==> config.mk <==
export PLATFORM = sky130hd
export DESIGN_NAME = fetch_stage
export DESIGN_NICKNAME = d
export VERILOG_FILES = /design/src/rtl/mips_pkg.sv /design/src/rtl/fetch_stage_pc_next.sv /design/src/rtl/fetch_stage.sv
export SDC_FILE = /design/constraint.sdc
export NUM_CORES = 1
export LEC_CHECK = 0
export BUFFER_PORTS_ARGS = -buffer_cell sky130_fd_sc_hd__buf_4
export CAP_MARGIN = 20
export CORE_ASPECT_RATIO = 0.5
export CORE_MARGIN = 5
export CORE_UTILIZATION = 45
export CTS_CLUSTER_SIZE = 20
export DETAILED_ROUTE_END_ITERATION = 8
export PLACE_DENSITY = 0.76
export SYNTH_ARGS = -nofsm -noshare
export SYNTH_HDL_FRONTEND = slang
export SYNTH_SLANG_ARGS = --single-unit
==> constraint.sdc <==
create_clock -name clk -period 3.3 [get_ports clk]
set_clock_uncertainty 0.05 [all_clocks]
set_input_delay 0.33 -clock clk [delete_from_list [all_inputs] [get_ports clk]]
set_output_delay 0.33 -clock clk [all_outputs]
set_load 0.02 [all_outputs]
==> src/rtl/mips_pkg.sv <==
// Shared MIPS definitions: opcodes, fetch FSM states, instruction field helpers.
package mips_pkg;

  localparam int unsigned XLEN    = 32;
  localparam int unsigned OP_W    = 6;
  localparam int unsigned JIDX_W  = 26;

  localparam logic [OP_W-1:0] OP_RTYPE = 6'h00;
  localparam logic [OP_W-1:0] OP_LW    = 6'h23;
  localparam logic [OP_W-1:0] OP_SW    = 6'h2B;
  localparam logic [OP_W-1:0] OP_BEQ   = 6'h04;
  localparam logic [OP_W-1:0] OP_ADDI  = 6'h08;
  localparam logic [OP_W-1:0] OP_J     = 6'h02;
  localparam logic [OP_W-1:0] OP_ORI   = 6'h0D;

  localparam logic [XLEN-1:0] DEFAULT_RESET_PC = 32'h0000_0000;

  typedef enum logic [1:0] {
    IDLE  = 2'd0,
    FETCH = 2'd1,
    HOLD  = 2'd2
  } fetch_state_t;

  // Field views used by decode: op = instr[31:26], funct = instr[5:0].
  function automatic logic [OP_W-1:0] instr_op(input logic [XLEN-1:0] instr);
    return instr[31:26];
  endfunction

  function automatic logic [OP_W-1:0] instr_funct(input logic [XLEN-1:0] instr);
    return instr[5:0];
  endfunction

endpackage

==> src/rtl/fetch_stage_pc_next.sv <==
// Next-PC selection: jump target beats taken branch beats sequential.
module pc_next
  import mips_pkg::*;
(
  input  logic [XLEN-1:0]   i_pcplus4,
  input  logic [JIDX_W-1:0] i_instr_idx,
  input  logic [XLEN-1:0]   i_signimm,
  input  logic              i_jump,
  input  logic              i_branch_taken,
  output logic [XLEN-1:0]   o_next_pc
);

  logic [XLEN-1:0] w_jump_target;
  logic [XLEN-1:0] w_branch_target;

  assign w_jump_target   = {i_pcplus4[31:28], i_instr_idx, 2'b00};
  assign w_branch_target = i_pcplus4 + XLEN'(i_signimm << 2);

  always_comb begin
    o_next_pc = i_pcplus4;
    if (i_jump) begin
      o_next_pc = w_jump_target;
    end else if (i_branch_taken) begin
      o_next_pc = w_branch_target;
    end
  end

endmodule

==> src/rtl/fetch_stage.sv <==
// Instruction fetch stage: PC, req/ack fetch from imem, instruction register,
// next-PC update on retire.
module fetch_stage
  import mips_pkg::*;
#(
  parameter logic [31:0] RESET_PC = DEFAULT_RESET_PC
) (
  input  logic        clk,
  input  logic        reset,
  output logic        imem_req,
  output logic [31:0] imem_addr,
  input  logic        imem_ack,
  input  logic [31:0] imem_rdata,
  output logic [31:0] instr,
  output logic        instr_valid,
  output logic [31:0] pc,
  output logic [31:0] pcplus4,
  input  logic        advance,
  input  logic        jump,
  input  logic        branch_taken,
  input  logic [31:0] signimm,
  output logic [31:0] retired
);

  fetch_state_t    r_state;
  logic [XLEN-1:0] r_pc;
  logic [XLEN-1:0] r_instr;
  logic [XLEN-1:0] r_retired;
  logic [XLEN-1:0] w_pcplus4;
  logic [XLEN-1:0] w_next_pc;

  assign w_pcplus4 = r_pc + 32'd4;

  pc_next u_pc_next (
    .i_pcplus4      (w_pcplus4),
    .i_instr_idx    (r_instr[JIDX_W-1:0]),
    .i_signimm      (signimm),
    .i_jump         (jump),
    .i_branch_taken (branch_taken),
    .o_next_pc      (w_next_pc)
  );

  // FSM, PC, IR and retire counter; inputs only act in their owning state.
  always_ff @(posedge clk or posedge reset) begin
    if (reset) begin
      r_state   <= IDLE;
      r_pc      <= RESET_PC;
      r_instr   <= '0;
      r_retired <= '0;
    end else begin
      case (r_state)
        IDLE: begin
          r_state <= FETCH;
        end
        FETCH: begin
          if (imem_ack) begin
            r_instr <= imem_rdata;
            r_state <= HOLD;
          end
        end
        HOLD: begin
          if (advance) begin
            r_pc      <= w_next_pc;
            r_retired <= r_retired + 32'd1;
            r_state   <= FETCH;
          end
        end
        default: begin
          r_state <= IDLE;
        end
      endcase
    end
  end

  // Status decoded straight from the state register so reset clears it at once.
  assign imem_req    = (r_state == FETCH);
  assign instr_valid = (r_state == HOLD);
  assign imem_addr   = r_pc;
  assign pc          = r_pc;
  assign pcplus4     = w_pcplus4;
  assign instr       = r_instr;
  assign retired     = r_retired;

endmodule

; Word-level counts from Yosys, hierarchy flattened
; Cells that the tools add are included.
[op_classes]
eq_ne = 4
n_reduce_logical = 4
addsub = 3
muxes = 5
[op_table]
columns = op, n
row1 = 32-bit 2-to-1 mux, 2
row2 = 32-bit by 1-bit adder with 32-bit output (second input constant), 1
row3 = 32-bit by 3-bit adder with 32-bit output (second input constant), 1
row4 = 32-bit adder, 1
row5 = 2-bit case mux with 3 select lines, 1
row6 = 2-bit AND reduction, 3
row7 = 2-bit 2-to-1 mux, 2
row8 = 2-bit by 1-bit inequality test with 1-bit output (second input constant), 2
row9 = 2-bit by 1-bit == test with 1-bit output (second input constant), 1
row10 = 2-bit == test (second input constant), 1
row11 = 2-bit logical NOT, 1
[word_totals]
ff_bits = 98
in_bits = 70
output_inout_bits = 162
elab_cells = 20

; Logic depth before layout (Yosys ltp)
[depth]
depth_word = 4
ltp_mapped = 17
depth_no_buf = 17

; Modules after synthesis
; Synthesis repeated with hierarchy kept, for this count alone.
[unflattened]
hier_cells = 712
area_unflattened_um2 = 6939.2
[modules_own_cells]
columns = module, area_per_inst_um2, seq_area_each_um2, n_inst, cells_per_inst
row1 = fetch_stage, 4739.5, 2452.4, 1, 388
row2 = pc_next, 2199.6, 0.0, 1, 324

; Least setup slack after synthesis
; Ideal clock, no wire load.
[synth_timing]
path_type = register to register
from = register r_pc[3] (netlist: imem_addr[3])
to = register r_pc[29] (netlist: imem_addr[29])
n_path_buf = 1
synth_period_minus_slack_ns = 4.009
t_arrival_ns = 3.869
path_stages_with_launch = 18
setup_slack_ns = -0.709
required_time_ns = 3.160
setup_ns = 0.090
cell_sequence = dfrtp_1 -> ha_1 -> nand2_1 -> nor2_1 -> and4_1 -> nand4_1 -> xnor2_1 -> ha_1 -> clkbuf_8 -> a21o_1 -> a21o_1 -> a21oi_1 -> nand3b_1 -> o21ai_0 -> o21ai_0 -> nand3_1 -> mux2_2 -> o221ai_1
[synth_via]
elab_chain_len = 4
[synth_rtl]
columns = element, line
row1 = from (decl), fetch_stage.sv:26  ; logic [XLEN-1:0] r_pc;
row2 = from (signal assigned), fetch_stage.sv:63  ; r_pc <= w_next_pc;
row3 = 32-bit by 3-bit adder with 32-bit output, fetch_stage.sv:32  ; assign w_pcplus4 = r_pc + 32'd4;
row4 = via pcplus4[18], fetch_stage.sv:17  ; output logic [31:0] pcplus4,
row5 = 32-bit adder, fetch_stage_pc_next.sv:17  ; assign w_branch_target = i_pcplus4 + XLEN'(i_signimm << 2);
row6 = 32-bit 2-to-1 mux, fetch_stage_pc_next.sv:23  ; end else if (i_branch_taken) begin
row7 = 32-bit 2-to-1 mux, fetch_stage_pc_next.sv:21  ; if (i_jump) begin
; The timed path passes the listed nets, and every way through them passes these cells.
; A chain may end at the register's enable or synchronous reset.

; Worst setup path after layout
[layout_timing]
from = register r_pc[6] (netlist: imem_addr[6])
to = register r_pc[31] (netlist: imem_addr[31])
[layout_via]
elab_chain_len = 4
[layout_rtl]
columns = element, line
row1 = 32-bit by 3-bit adder with 32-bit output *, fetch_stage.sv:32
row2 = 32-bit adder, fetch_stage_pc_next.sv:17
row3 = 32-bit 2-to-1 mux, fetch_stage_pc_next.sv:23
row4 = 32-bit 2-to-1 mux *, fetch_stage_pc_next.sv:21
; Every way passes the cells marked *; elsewhere a longest branch is shown, timed or not.

==> results.md <==
- The run finished, with violations left.
- The checks that failed: negative setup slack.
- The final count of hold timing violations came to 0.
- The post-detailed-placement cell area is 0.00952 mm².
- The number of non-filler instances in the completed layout is 1,247.
- The count of routing violations after the opening detailed-route iteration is 429.
- The number of enable flip-flop cells after synthesis is 0.
- TritonCTS built the clock tree.
- In the global route stage, met3 resource usage came out at 0.0450.
- By startpoint and endpoint, the worst setup path is classified as flip-flop to flip-flop.
- At the later pin of the worst-skew pair, clock insertion delay measures 0.35 ns.
- The standard cell with the maximum stage delay on the critical path is dfrtp_2.
- The post-route DRC violation count is 0.
- Clock tree synthesis inserted a total of 9 buffers.
- The data required time of the worst path is 3.51 ns.
- The number of antenna violations at the first check in global routing came to 1.
- Summing every instance area after synthesis gives 0.00675 mm².
- After clock tree synthesis, the clock-pin slew on the worst setup and hold paths is 0.09 ns.
- The cell row count is 31.
- The cell occurring most often along the worst timing path is a21o_1.
- The wire length of the first global-routing pass is 36,200 µm.
- The H-tree was split into 3 levels.
- The number of distinct library cell variants in the gate-level netlist after synthesis is 72.
- The final instance area is 0.0104 mm².
- Of the total power, the share spent switching nets is 0.454.
- The total power of the final layout is 0.0101 W.
- The width of the chip is 183 µm.
- For this run the aggregate overflow at the end of global routing stands at 0.
- The final setup slack of the worst path is -0.273 ns.
- The overall die area is 0.0177 mm².
- Across the run, the number of max-cap violations was 0.
- The routed design could run at a clock period as short as 3.57 ns.
- The remaining antenna violation count is 0.
- The post-route core utilization is 0.714.
- Ranked by instance count, the synthesized netlist is headed by dfrtp_1 (96), nand2_1 (70), nor2_1 (51), xnor2_1 (51), o21ai_0 (45).
- Ranked by total cell area, the synthesized netlist is headed by dfrtp_1 (36%), ha_1 (6.9%), xnor2_1 (6.6%).
- The total clock sinks is 96.
- The highest clock rate is 280 MHz.
- The pin count of the biggest net entering global routing is 82.
- The vias per cell is 5.43.
- Port buffering added 223 buffers.
- The standard cell core area is 0.0146 mm².
- Setup repair after global routing could not meet its margin everywhere.
- The area fraction of the dominant cell type after synthesis is 0.356.
- STA classifies the critical path startpoint as a flip-flop.
- For this run, the total global-route usage over all layers was measured as 0.249.
- The final count of pins violating max slew is 0.
- In this run, synthesis produced a sequential element count of 96.
- The number of nets in the finished design is 1,151.
- The met1 layer usage reported by global route is 0.335.
- IR analysis of the VDD net gives a maximum drop of 577 µV.
- During synthesis, Yosys emitted a total of 0 warnings.
- The floorplan step set the die height to 96.6 µm.
- The number of buffers on the longest clock path is 2.
- The first detailed-routing pass ran for 5 iterations.
- The worst-margin pin slew is 0.761 ns.
- The cell count of the worst hold path is 2.
- The top cell type by total area after synthesis is dfrtp_1.
- The reported net switching power is 0.00457 W.
- The number of cells on the worst reg-to-reg path is 17.
- The endpoint class of the critical path is a flip-flop.
- The sequential-to-total area share from yosys stat is 0.356.
- In the synthesized netlist the async set-or-reset flop fraction comes to 1.00.
- The detail-routed net length per standard cell is 18.4 µm.
- The average size of a mapped cell is 9.35 µm².
- The arrival time at the worst endpoint is 3.78 ns.
- The tightest min-delay check is of the input port to flip-flop type.
- The share of total power in the clock network is 0.110.
- The maximum net fanout on the critical path is 4.
- The initial cell density of the core is 0.463.
- The via count of the first global-routing pass is 6,819.
- Cell internal power was estimated by the tool at 0.00549 W.
- For met2 alone, demand over resource in global routing was 0.417.
- The final route contains 6,776 vias.
- After filler insertion, the fill cell instance count of the layout stands at 1,117.
- The static power due to leakage is 5.03 nW.
- Measured against its own limit, the worst slew margin works out to 0.491.
- In the synthesized netlist the dominant register cell turns out to be dfrtp_1.
- The signal on the critical path passes through nand4_1 -> buf_4 -> nor2_4 -> and4_4 -> nand3_4 -> nor2b_4 -> xor2_4 -> ha_4 -> a21o_1 -> a21o_1 -> a211oi_2 -> o21ai_1 -> a21oi_2 -> o31ai_4 -> xor2_1 -> and3_1 -> o31ai_2.
- The share of total power dissipated in combinational logic is 0.694.
- For this block, the routed nets add up to 23,000 µm of wire.
- The delay of the slowest cell on the worst path is 0.37 ns.
- The growth of design area from synthesis to finish is 54.3%.
- For this design the ratio of total power to cell area is 965 mW/mm².
- Once detailed placement completed, the half-perimeter wirelength came to 17,300 µm.
- After technology mapping, the gate count stands at 722.
- Including well taps, the total number of placed cells is 1,209.
- Of the cells placed in the final design, the portion with a size suffix greater than 1 is 0.510.
- The most congested layer reported by global routing is met2.
- The root buffer cell is clkbuf_16.
- The number of placed I/O pins is 232.
- The most used standard cell by instance count after synthesis is dfrtp_1.
- The share of total power dissipated in sequential elements is 0.197.
- The final cycle utilization of the critical path is 1.08.
- Setup violations remaining at the end of the flow were counted as 10.
- The global placement routability congestion is 0.928.
## logic make-up (layout without fill, tap and decap cells)
group           count (synthesis)  count (layout)  share of synthesized area
buf+inv                        77             398                     0.0732
simple gates                  214             214                      0.156
mux                            40              40                     0.0654
compound gates                178             178                      0.176
flops                          96              96                      0.356
other cells                     1               7                   0.000555
xor+xnor                       78              78                      0.101
fa+ha+maj                      38              38                     0.0715
## stage by stage
stage | setup WS, ns | hold slack [ns] | TNS, ns
6_report | -0.273 | 0.154 | -1.21
5_1_grt | -0.434 | 0.149 | -3.74
4_1_cts | -0.216 | 0.149 | -1.02
3_5_place_dp | -0.247 | 0.414 | -1.47
3_3_place_gp | -0.156 | 0.413 | -0.616
2_1_floorplan | -0.149 | 0.387 | -0.486
## power by group through the flow
stage / registers, W / clock network [W] / logic (W)
2_1_floorplan: 0.00255 / 0 / 0.00324
3_3_place_gp: 0.00196 / 0 / 0.00626
3_5_place_dp: 0.00198 / 0 / 0.00638
4_1_cts: 0.00196 / 0.00112 / 0.00657
5_1_grt: 0.00203 / 0.00117 / 0.00746
6_report: 0.00198 / 0.00110 / 0.00698
## critical path: cells and delay by family (launching register included)
family | cells | cell delay, ns
AOI/OAI and AO/OA | 7 | 1.16
and+or+nand+nor | 6 | 1.13
DFF | 1 | 0.37
xor gates and xnor gates | 2 | 0.35
adders and majority gates | 1 | 0.22
buffers and inverters | 1 | 0.19
## layout make-up
type / count / area [µm²] / share of cell area
multi-input combinational: 554 / 4580 / 0.440
timing repair buffer: 366 / 2800 / 0.268
sequential: 96 / 2410 / 0.232
tap: 198 / 248 / 0.0238
clock buffer: 9 / 225 / 0.0216
clock inverter: 7 / 83.8 / 0.00805
inverter: 16 / 62.6 / 0.00601
antenna: 1 / 2.50 / 0.000240
## placed cells by master (no fill, tap or decap), types with 14 or more instances in the layout
cell / synthesis / final
mux2_2: 33 / 32
nand4_1: 16 / 16
inv_1: 16 / 15
a21oi_1: 44 / 32
buf_4: 36 / 357
o21ai_0: 45 / 31
xor2_1: 27 / 20
xnor2_1: 51 / 37
nand3_1: 28 / 22
nor2_1: 51 / 44
and3_1: 16 / 14
a21o_1: 19 / 19
nand2_1: 70 / 66
dfrtp_1: 96 / 86
ha_1: 37 / 23
## routing by layer
layer	vias to the layer above	wire length [µm]
met5	-	0
met3	33	1170
li1	3184	-
met4	0	447
met2	218	11500
met1	3341	9890
## what timing repair did
item / in CTS / in global routing
gates resized for setup: 25 / 51
setup endpoints to repair: 12 / 18
hold buffers: 0 / 1
setup buffers: 6 / 14
pin swaps: 22 / 52
endpoints found under the hold margin: 0 / 12
## state kept, by name, summed over array words and instances, names as in the netlist
name       flops
imem_addr     30
instr         32
r_state        2
retired       32
## worst paths after layout
path / startpoint / to / slack [ns]
max: imem_addr[6] / imem_addr[31] / -0.27
min: imem_rdata[1] / instr[1] / 0.15
max reg2reg: imem_addr[6] / imem_addr[31] / -0.27
min reg2reg: retired[31] / retired[31] / 0.42
max in group asynchronous: reset / instr[7] / 1.87
min in group asynchronous: reset / instr[24] / 0.44
No activity file was read; power rests on OpenSTA's default activity.
